## config.mk

```make
export PLATFORM = sky130hd
export DESIGN_NAME = apb_master_flat
export DESIGN_NICKNAME = d
export VERILOG_FILES = /design/src/rtl/apb_master_if.sv /design/src/rtl/apb_master.sv /design/src/flat_wrapper.sv
export SDC_FILE = /design/constraint.sdc
export NUM_CORES = 1
export LEC_CHECK = 0
export ABC_AREA = 1
export CAP_MARGIN = 40
export CORE_MARGIN = 5
export CORE_UTILIZATION = 40
export CTS_CLUSTER_DIAMETER = 100
export DETAILED_ROUTE_END_ITERATION = 10
export PLACE_DENSITY = 0.8
export SLEW_MARGIN = 20
export SYNTH_ARGS = -nofsm -noshare
export SYNTH_HDL_FRONTEND = slang
export SYNTH_SLANG_ARGS = --single-unit
```

## constraint.sdc

```tcl
create_clock -name clk -period 1.2 [get_ports clk]
set_input_delay 0.12 -clock clk [delete_from_list [all_inputs] [get_ports clk]]
set_output_delay 0.12 -clock clk [all_outputs]
set_load 0.005 [all_outputs]
```

## src/rtl/apb_master_if.sv

```systemverilog
// apb_master_if: command/response port plus APB segment bundled for apb_master
interface apb_master_if #(parameter int ADDR_W = 8, parameter int DATA_W = 8);
  logic              cmd_valid, cmd_ready, cmd_write;
  logic [ADDR_W-1:0] cmd_addr, paddr;
  logic [DATA_W-1:0] cmd_wdata, rsp_rdata, pwdata, prdata;
  logic              rsp_valid, rsp_write, psel, penable, pwrite, pready;
  modport master (
    input  cmd_valid, cmd_write, cmd_addr, cmd_wdata, prdata, pready,
    output cmd_ready, rsp_valid, rsp_write, rsp_rdata, psel, penable, pwrite, paddr, pwdata
  );
  modport slave (
    output cmd_valid, cmd_write, cmd_addr, cmd_wdata, prdata, pready,
    input  cmd_ready, rsp_valid, rsp_write, rsp_rdata, psel, penable, pwrite, paddr, pwdata
  );
endinterface

```

## src/rtl/apb_master.sv

```systemverilog
// apb_master: single-outstanding valid/ready to APB requester, all outputs registered.
// Define APB_PREADY_EN to honour pready wait states; otherwise ACCESS lasts one cycle.
module apb_master #(
  parameter int ADDR_W = 8,
  parameter int DATA_W = 8
) (
  input logic          clk,
  input logic          rst,
  apb_master_if.master bus
);
  typedef enum logic [1:0] {IDLE = 2'd0, SETUP = 2'd1, ACCESS = 2'd2} state_t;
  state_t            state_q, state_d;
  logic              cmd_ready_q, cmd_ready_d, psel_q, psel_d, penable_q, penable_d;
  logic              pwrite_q, pwrite_d, rsp_valid_q, rsp_valid_d, rsp_write_q, rsp_write_d;
  logic [ADDR_W-1:0] paddr_q, paddr_d;
  logic [DATA_W-1:0] pwdata_q, pwdata_d, rsp_rdata_q, rsp_rdata_d;
  logic              hs, done;
`ifdef APB_PREADY_EN
  assign done = bus.pready;
`else
  logic unused_pready;
  assign unused_pready = bus.pready;
  assign done = 1'b1;
`endif
  // cmd_ready_q is only ever high in IDLE, so it alone qualifies the handshake
  assign hs = bus.cmd_valid && cmd_ready_q;
  always_comb begin
    state_d     = (state_q == IDLE)   ? (hs ? SETUP : IDLE) :
                  (state_q == SETUP)  ? ACCESS :
                  (state_q == ACCESS && !done) ? ACCESS : IDLE;
    cmd_ready_d = state_d == IDLE;
    psel_d      = state_d != IDLE;
    penable_d   = state_d == ACCESS;
    pwrite_d    = hs ? bus.cmd_write : pwrite_q;
    paddr_d     = hs ? bus.cmd_addr  : paddr_q;
    pwdata_d    = hs ? bus.cmd_wdata : pwdata_q;
    rsp_valid_d = state_q == ACCESS && done;
    rsp_write_d = rsp_valid_d ? pwrite_q : rsp_write_q;
    rsp_rdata_d = rsp_valid_d ? (pwrite_q ? '0 : bus.prdata) : rsp_rdata_q;
  end
  always_ff @(posedge clk or posedge rst) begin
    if (rst) begin
      state_q     <= IDLE;
      cmd_ready_q <= 1'b0;
      psel_q      <= 1'b0;
      penable_q   <= 1'b0;
      pwrite_q    <= 1'b0;
      paddr_q     <= '0;
      pwdata_q    <= '0;
      rsp_valid_q <= 1'b0;
      rsp_write_q <= 1'b0;
      rsp_rdata_q <= '0;
    end else begin
      state_q     <= state_d;
      cmd_ready_q <= cmd_ready_d;
      psel_q      <= psel_d;
      penable_q   <= penable_d;
      pwrite_q    <= pwrite_d;
      paddr_q     <= paddr_d;
      pwdata_q    <= pwdata_d;
      rsp_valid_q <= rsp_valid_d;
      rsp_write_q <= rsp_write_d;
      rsp_rdata_q <= rsp_rdata_d;
    end
  end
  assign bus.cmd_ready = cmd_ready_q;
  assign bus.psel      = psel_q;
  assign bus.penable   = penable_q;
  assign bus.pwrite    = pwrite_q;
  assign bus.paddr     = paddr_q;
  assign bus.pwdata    = pwdata_q;
  assign bus.rsp_valid = rsp_valid_q;
  assign bus.rsp_write = rsp_write_q;
  assign bus.rsp_rdata = rsp_rdata_q;
endmodule

```

## src/flat_wrapper.sv

```systemverilog
// flat-port wrapper written by rule: the top's interface ports become plain ports
module apb_master_flat 
#(
  parameter int ADDR_W = 8,
  parameter int DATA_W = 8
)
  (clk, rst, bus_cmd_valid, bus_cmd_write, bus_cmd_addr, bus_cmd_wdata, bus_prdata, bus_pready, bus_cmd_ready, bus_rsp_valid, bus_rsp_write, bus_rsp_rdata, bus_psel, bus_penable, bus_pwrite, bus_paddr, bus_pwdata);
  apb_master_if #(.ADDR_W(ADDR_W), .DATA_W(DATA_W)) bus_i ();
  input logic clk;
  input logic rst;
  input wire logic [$bits(bus_i.cmd_valid)-1:0] bus_cmd_valid;
  input wire logic [$bits(bus_i.cmd_write)-1:0] bus_cmd_write;
  input wire logic [$bits(bus_i.cmd_addr)-1:0] bus_cmd_addr;
  input wire logic [$bits(bus_i.cmd_wdata)-1:0] bus_cmd_wdata;
  input wire logic [$bits(bus_i.prdata)-1:0] bus_prdata;
  input wire logic [$bits(bus_i.pready)-1:0] bus_pready;
  output wire logic [$bits(bus_i.cmd_ready)-1:0] bus_cmd_ready;
  output wire logic [$bits(bus_i.rsp_valid)-1:0] bus_rsp_valid;
  output wire logic [$bits(bus_i.rsp_write)-1:0] bus_rsp_write;
  output wire logic [$bits(bus_i.rsp_rdata)-1:0] bus_rsp_rdata;
  output wire logic [$bits(bus_i.psel)-1:0] bus_psel;
  output wire logic [$bits(bus_i.penable)-1:0] bus_penable;
  output wire logic [$bits(bus_i.pwrite)-1:0] bus_pwrite;
  output wire logic [$bits(bus_i.paddr)-1:0] bus_paddr;
  output wire logic [$bits(bus_i.pwdata)-1:0] bus_pwdata;
  assign bus_i.cmd_valid = bus_cmd_valid;
  assign bus_i.cmd_write = bus_cmd_write;
  assign bus_i.cmd_addr = bus_cmd_addr;
  assign bus_i.cmd_wdata = bus_cmd_wdata;
  assign bus_i.prdata = bus_prdata;
  assign bus_i.pready = bus_pready;
  assign bus_cmd_ready = bus_i.cmd_ready;
  assign bus_rsp_valid = bus_i.rsp_valid;
  assign bus_rsp_write = bus_i.rsp_write;
  assign bus_rsp_rdata = bus_i.rsp_rdata;
  assign bus_psel = bus_i.psel;
  assign bus_penable = bus_i.penable;
  assign bus_pwrite = bus_i.pwrite;
  assign bus_paddr = bus_i.paddr;
  assign bus_pwdata = bus_i.pwdata;
  apb_master #(.ADDR_W(ADDR_W), .DATA_W(DATA_W)) u_core (.clk(clk), .rst(rst), .bus(bus_i));
endmodule
```

# == Word-level counts from Yosys, hierarchy flattened ==
# Cells that the tools add are included.
# op_classes
reduce_logical,4
n_mux,4
eq_ne,3
# ops
op,count
8-bit two-way mux,1
2-bit equality test (second input constant),2
2-bit zero test,2
2-bit two-way mux,2
2-bit by 1-bit equality test with 1-bit output (second input constant),1
2-bit nonzero test,1
1-bit logical AND,1
1-bit two-way mux,1
# word_totals
register_bits,32
output_inout_bits,30

# == Depth between registers and ports, before layout ==
# Gate-level depths: netlist of the first run.
# depth
depth_word,4
ltp_mapped,5
ltp_nobuf,4

# == Worst setup path before layout of the first run ==
# OpenSTA, ideal clock, no wires.
# synth_timing
path_type,flip-flop to flip-flop
startpoint,register u_core.cmd_ready_q (netlist: u_core.bus.cmd_ready)
endpoint,register u_core.pwrite_q (netlist: u_core.bus.pwrite)
t_arrival_ns,0.805
stages_incl_launch_ff,5
n_path_buf,2
required_time_ns,1.083
path_slack_ns,0.279
cell_sequence,dfrtp_1 -> buf_4 -> buf_2 -> nand3_1 -> nand2_1
# synth_between
elab_chain_cells,1
# synth_rtl
item,line_no,rtl
start: declaration,apb_master.sv:13,"logic cmd_ready_q, cmd_ready_d, psel_q, psel_d, penable_q, penable_d;"
start signal: assignment,apb_master.sv:55,cmd_ready_q <= cmd_ready_d;
1-bit logical AND,apb_master.sv:26,assign hs = bus.cmd_valid && cmd_ready_q;
end signal: assignment,apb_master.sv:58,pwrite_q <= pwrite_d;
end: declaration,apb_master.sv:14,"logic pwrite_q, pwrite_d, rsp_valid_q, rsp_valid_d, rsp_write_q, rsp_write_d;"
# No other way between the ends.
# A chain may end at the register's enable or synchronous reset.

# == Final worst setup path of the first run ==
# layout_timing
startpoint,register u_core.penable_q (netlist: u_core.bus.penable)
endpoint,output port bus_penable
# layout_lines
item,line_no,rtl
start: declaration,apb_master.sv:13,
start signal: assignment,apb_master.sv:57,penable_q <= penable_d;
end: declaration,flat_wrapper.sv:22,output wire logic [$bits(bus_i.penable)-1:0] bus_penable;
# No word-level cell between the ends.

==> results of run 1 <==
## kinds of logic (layout without fill, tap and decap cells)
group | Yosys count | count (layout)
flip-flops | 31 | 31
AND/OR/NAND/NOR | 93 | 93
buffers and inverters | 18 | 93
## sequential cells by signal, indices dropped and copies added, names as in the netlist
signal and flops:
u_core.bus.cmd_ready 1, u_core.bus.paddr 8, u_core.bus.penable 1, u_core.bus.psel 1, u_core.bus.pwdata 8, u_core.bus.pwrite 1, u_core.bus.rsp_rdata 8, u_core.bus.rsp_valid 1
u_core.bus.rsp_write 1, u_core.state_q 1
## stage by stage
| step | worst slack (ns) | hold WS (ns) |
|---|---|---|
| after floorplan | 0.279 | 0.224 |
| after CTS | 0.0578 | 0.174 |
| after detailed placement | 0.0643 | 0.457 |
| after global routing | 0.000520 | 0.188 |
| after global placement | 0.0792 | 0.453 |
| final | 0.0847 | 0.190 |
## per-layer routing
| metal | global-route usage | vias up | routed length [µm] |
|---|---|---|---|
| li1 | - | 580 | - |
| met3 | 0.0391 | 8 | 215 |
| met2 | 0.295 | 47 | 1700 |
| met4 | 0.0761 | 0 | 75 |
| met5 | 0 | - | 0 |
| met1 | 0.191 | 537 | 1220 |
## path summary, 6_finish.rpt
kind                                            startpoint                             endpoint  depth (start not counted)
hold / removal                                         rst  u_core.bus.rsp_rdata[5]$_DFFE_PP0N_                          3
setup reg to reg              u_core.bus.penable$_DFF_PP0_  u_core.bus.rsp_rdata[0]$_DFFE_PP0N_                          6
hold reg to reg            u_core.bus.paddr[4]$_DFFE_PP0P_      u_core.bus.paddr[4]$_DFFE_PP0P_                          2
min in group clk                          bus_cmd_wdata[2]     u_core.bus.pwdata[2]$_DFFE_PP0P_                          3
max in group asynchronous                              rst      u_core.bus.paddr[5]$_DFFE_PP0P_                          3
setup / recovery              u_core.bus.penable$_DFF_PP0_                          bus_penable                          1
## area by class of cell
type                    count  area share
clock buffers               8      0.0341
inverters                  12      0.0223
multi-input cells          93       0.195
flip-flops and latches     31       0.385
well taps                  44      0.0273
repair buffers             73       0.336
## where the power goes
group	switching [mW]	total (mW)	internal, mW	leakage, nW
Combinational	0.895	1.89	0.993	0.702
Clock	0.340	0.684	0.344	0.0386
Sequential	0.225	1.73	1.50	0.388
## cell usage after synthesis
cell / number / area (µm²)
dfrtp_1: 31 / 776
buf_4: 2 / 15.0
nand2_2: 1 / 6.26
inv_1: 9 / 33.8
nand2_4: 1 / 11.3
nand2_1: 63 / 236
nor2_4: 1 / 11.3
buf_6: 1 / 11.3
nand3_1: 17 / 85.1
nor2_1: 9 / 33.8
inv_2: 3 / 11.3
nor3_2: 1 / 10.0
buf_2: 3 / 15.0
## what timing repair did
action / 4_1_cts / 5_1_grt
hold buffers: 0 / 0
hold endpoints to repair: 0 / 0
setup endpoints to repair: 30 / 0
buffers inserted: 9 / 0
gates resized for setup: 30 / 0
==> results.md, run 1 <==
- Ant diodes: 0
- Starting Density: 0.415
- Syn. warnings: 0
- GRT Util Overall: 0.168
- Clock Skews: 0.00559 ns
- Req. time, crit path: 1.08 ns
- Layout cells sized above 1: 0.138
- Post-Syn Area: 1260 µm²
- Area of the multi-input gates: 394 µm²
- Worst path bufs/invs: 1
- TritonRoute pass-1 iters: 4
- Final Hold Viols: 0
- CTS Sinks: 31
- PwrDens: 2130 nW/µm²
- Final core utilization: 0.666
- DRC: 0
- Xor/xnor share of the synthesized area: 0
- Synth Area in Adders: 0
- Register Area: 776 µm²
- CP endpoint kind: output pin
- I/O pin cnt: 59
- Vias per inst: 4.49
- Syn Inst Count: 142
- # Max-Cap Violations: 0
- Setup TNS: 0 ns
- Most frequent cells in the layout: 63 x nand2_1, 31 x dfrtp_1, 30 x dlygate4sd2_1
- Max Transition Viols Final: 0
- CTS root buffer: clkbuf_4
- GRT overflow: 0
- CP Data Arrival Time: 1.00 ns
- Synth unique cells: 13
- Worst skew pair latency: 0.32 ns
- Area after DPL: 1920 µm²
- CP max-delay cell: dfrtp_1
- Critical-path cell list: dlygate4sd2_1
- Routed WL: 3210 µm
- Yosys reg bits: 31
- Fin cells: 261
- Max H-tree Level: 2
- Die footprint: 4360 µm²
- Layout filler cell count: 265
- Chip Width: 66.0 µm
- Max Fclk: 897 MHz
- Initial antenna violation count: 0
- GPL Wtd Cong: 0.703
- Total Power: 4.30 mW
- Crit-path leading delay family: flip-flops
- Worst Tran Pin Value: 0.249 ns
- Vias in the first global route: 1,193
- Final setup violation count: 0
- Most common cell after layout, fill and taps aside: nand2_1
- Max stage delay on crit path: 0.40 ns
- Class of the worst hold path: in2async
- Die Y: 66.0 µm
- Seq/Total Area, Yosys: 0.618
- Vias: 1,172
- Syn Nets: 171
- Clk slew on worst S/H paths: 0.09 ns
- Leak Pwr: 1.13 nW
- Final Critical Period: 1.12 ns
- Post-synthesis simple-gate area fraction: 0.314
- Area fraction in compound gates after synthesis: 0
- CP Class: reg2out
- Status: finished, final reports clean
- Num CTS Buffers: 5
- Core area: 3030 µm²
- Dpl cells: 244
- HPWL Detailed: 2390 µm
- Area Growth Syn to Fin: 60.6%
- Main combinational cell family by area after synthesis: simple AND/OR/NAND/NOR gates
- CTS tree: built
- Buffers on Ports: 57
- Critical path peak fanout: 2
- Final nets: 245
- Final ANT Viol Nets: 0
- CP Launch Type: flip-flop
- FP Rows: 20
- Clock Path Buffers: 2
- Largest net degree at the start of global routing: 20
- R2r setup slk: 0.11 ns
- Wirelength per Cell: 12.3 µm
- Area of all placed cells without fillers: 2020 µm²
- Post-synthesis mux area share: 0
- RSZ-0062 raised after global routing: false
- Drt initial violations: 26
- Peak supply drop: 1.06 mV
- Worst slew margin: 0.834
- First-pass GRT wire length: 5490 µm
- Final period utilization: 0.929
- Synth Area per Inst: 8.85 µm²
(Power assumes the default switching activity.)
==> run 2: changes to the inputs <==
--- a/config.mk
+++ b/config.mk
@@ -7,6 +7,7 @@
 export LEC_CHECK = 0
 export ABC_AREA = 1
 export CAP_MARGIN = 40
+export CORE_ASPECT_RATIO = 2
 export CORE_MARGIN = 5
 export CORE_UTILIZATION = 40
 export CTS_CLUSTER_DIAMETER = 100
==> results.md, run 2 (synthesis gave the netlist of run 1 again) <==
- Worst slew margin: 0.762
- CP Launch Type: flip-flop
- Dpl ws: 0.0567 ns
- Initial antenna violation count: 0
- Final setup violation count: 0
- Wirelength per Cell: 13.3 µm
- Worst Tran Pin Value: 0.356 ns
- Clock Skews: 0.00412 ns
- Leak Pwr: 1.13 nW
- FP Rows: 28
- PwrDens: 2280 nW/µm²
- Largest net degree at the start of global routing: 32
- Layout filler cell count: 263
- CP endpoint kind: flip-flop
- Area after DPL: 1890 µm²
- CTS Sinks: 31
- Setup TNS: 0 ns
- Drt initial violations: 3
- GPL Wtd Cong: 0.716
- Vias per inst: 4.79
- TritonRoute pass-1 iters: 4
- CTS root buffer: clkbuf_8
- Final Critical Period: 1.09 ns
- Chip Width: 49.6 µm
- Peak supply drop: 1.43 mV
- Most Crowded Layer GR: met2
- DRC: 0
- Max Fclk: 919 MHz
- Total Power: 4.61 mW
- Final ANT Viol Nets: 0
- Req. time, crit path: 1.37 ns
- Fin cells: 243
- First-pass GRT wire length: 5290 µm
- Fin worst setup slack: 0.111 ns
- Met3 GRT Util: 0.0618
- CP Class: reg2reg
- Vias: 1,165
- Clk slew on worst S/H paths: 0.07 ns
- Critical path peak fanout: 11
- GRT Util Overall: 0.157
- Met1 global-route usage: 0.146
- CTS tree: built
- Status: finished, final reports clean
- GRT overflow: 0
- I/O pin cnt: 59
- # Max-Cap Violations: 0
- Most common cell after layout, fill and taps aside: nand2_1
- CP Data Arrival Time: 1.26 ns
- Dpl cells: 230
- Final Hold Viols: 0
- HPWL Detailed: 2470 µm
- Final core utilization: 0.671
- Class of the worst hold path: in2async
- Die footprint: 4430 µm²
- Worst skew pair latency: 0.28 ns
- Core area: 3010 µm²
- Most frequent cells in the layout: 63 x nand2_1, 31 x dfrtp_1, 30 x dlygate4sd2_1
- Cts hold-fix bufs: 0
- Layout cells sized above 1: 0.127
- Final nets: 241
- Minimum hold slack: 0.166 ns
- Area of all placed cells without fillers: 2020 µm²
- Clock Path Buffers: 2
- Num CTS Buffers: 5
- Routed WL: 3240 µm
- Buffers on Ports: 57
- Final period utilization: 0.907
- Max H-tree Level: 2
- Die Y: 89.3 µm
- Routing usage on met2: 0.289
- Ant diodes: 0
- Starting Density: 0.417
- RSZ-0062 raised after global routing: false
- Area Growth Syn to Fin: 61.0%
- Vias in the first global route: 1,177
- Max Transition Viols Final: 0
-- run 2: worst max-delay path, stage by stage, from the launching register on --
cell	delay (ns)
dfrtp_1	0.39
buf_4	0.14
buf_6	0.14
buf_4	0.17
nand3_1	0.08
nand2_1	0.06
-- run 2: where the power goes --
part / internal, mW / total [mW] / switching [mW] / leakage, nW
sequential: 1.51 / 1.75 / 0.240 / 0.388
combinational: 0.919 / 1.82 / 0.899 / 0.678
clock: 0.671 / 1.05 / 0.378 / 0.0612
total: 3.10 / 4.61 / 1.52 / 1.13
-- run 2: repair_timing --
item                                    in CTS  in global routing
endpoints found under the setup margin      30                  2
resized for setup                           30                  2
gates cloned                                 0                  1
endpoints found under the hold margin        0                  0
setup buffers                                3                  1
-- run 2: final timing paths --
| kind | from | to | slack (ns) | depth (start not counted) |
|---|---|---|---|---|
| worst max register to register | u_core.bus.cmd_ready$_DFF_PP0_ | u_core.bus.pwdata[7]$_DFFE_PP0P_ | 0.11 | 5 |
| worst min-delay path | rst | u_core.bus.rsp_rdata[0]$_DFFE_PP0N_ | 0.17 | 3 |
| worst min register to register | u_core.bus.rsp_rdata[1]$_DFFE_PP0N_ | u_core.bus.rsp_rdata[1]$_DFFE_PP0N_ | 0.47 | 2 |
| worst max-delay path | u_core.bus.cmd_ready$_DFF_PP0_ | u_core.bus.pwdata[7]$_DFFE_PP0P_ | 0.11 | 5 |
| min in group clk | bus_cmd_wdata[3] | u_core.bus.pwdata[3]$_DFFE_PP0P_ | 0.39 | 3 |
| max in group asynchronous | rst | u_core.bus.pwdata[4]$_DFFE_PP0P_ | 0.87 | 3 |
-- run 2: routing by layer --
| metal | vias to the layer above | wire (µm) |
|---|---|---|
| met4 | 0 | 82 |
| met1 | 538 | 1130 |
| met3 | 8 | 277 |
| li1 | 571 | - |
| met2 | 48 | 1750 |
| met5 | - | 0 |
-- run 2: area by class of cell --
cell class / count / area [µm²] / share of cell area
sequential: 31 / 776 / 0.384
timing repair buffer: 68 / 632 / 0.312
multi-input combinational: 94 / 414 / 0.205
clock buffer: 6 / 82.6 / 0.0408
inverter: 12 / 45.0 / 0.0223
tap: 30 / 37.5 / 0.0186
clock inverter: 2 / 35.0 / 0.0173
==> run 3: changes to the inputs <==
--- a/config.mk
+++ b/config.mk
@@ -12,6 +12,7 @@
 export CORE_UTILIZATION = 40
 export CTS_CLUSTER_DIAMETER = 100
 export DETAILED_ROUTE_END_ITERATION = 10
+export GPL_ROUTABILITY_DRIVEN = 0
 export PLACE_DENSITY = 0.8
 export SLEW_MARGIN = 20
 export SYNTH_ARGS = -nofsm -noshare
==> results of run 3 <==
Final layout, timing and power as in run 2 (identical DEF).
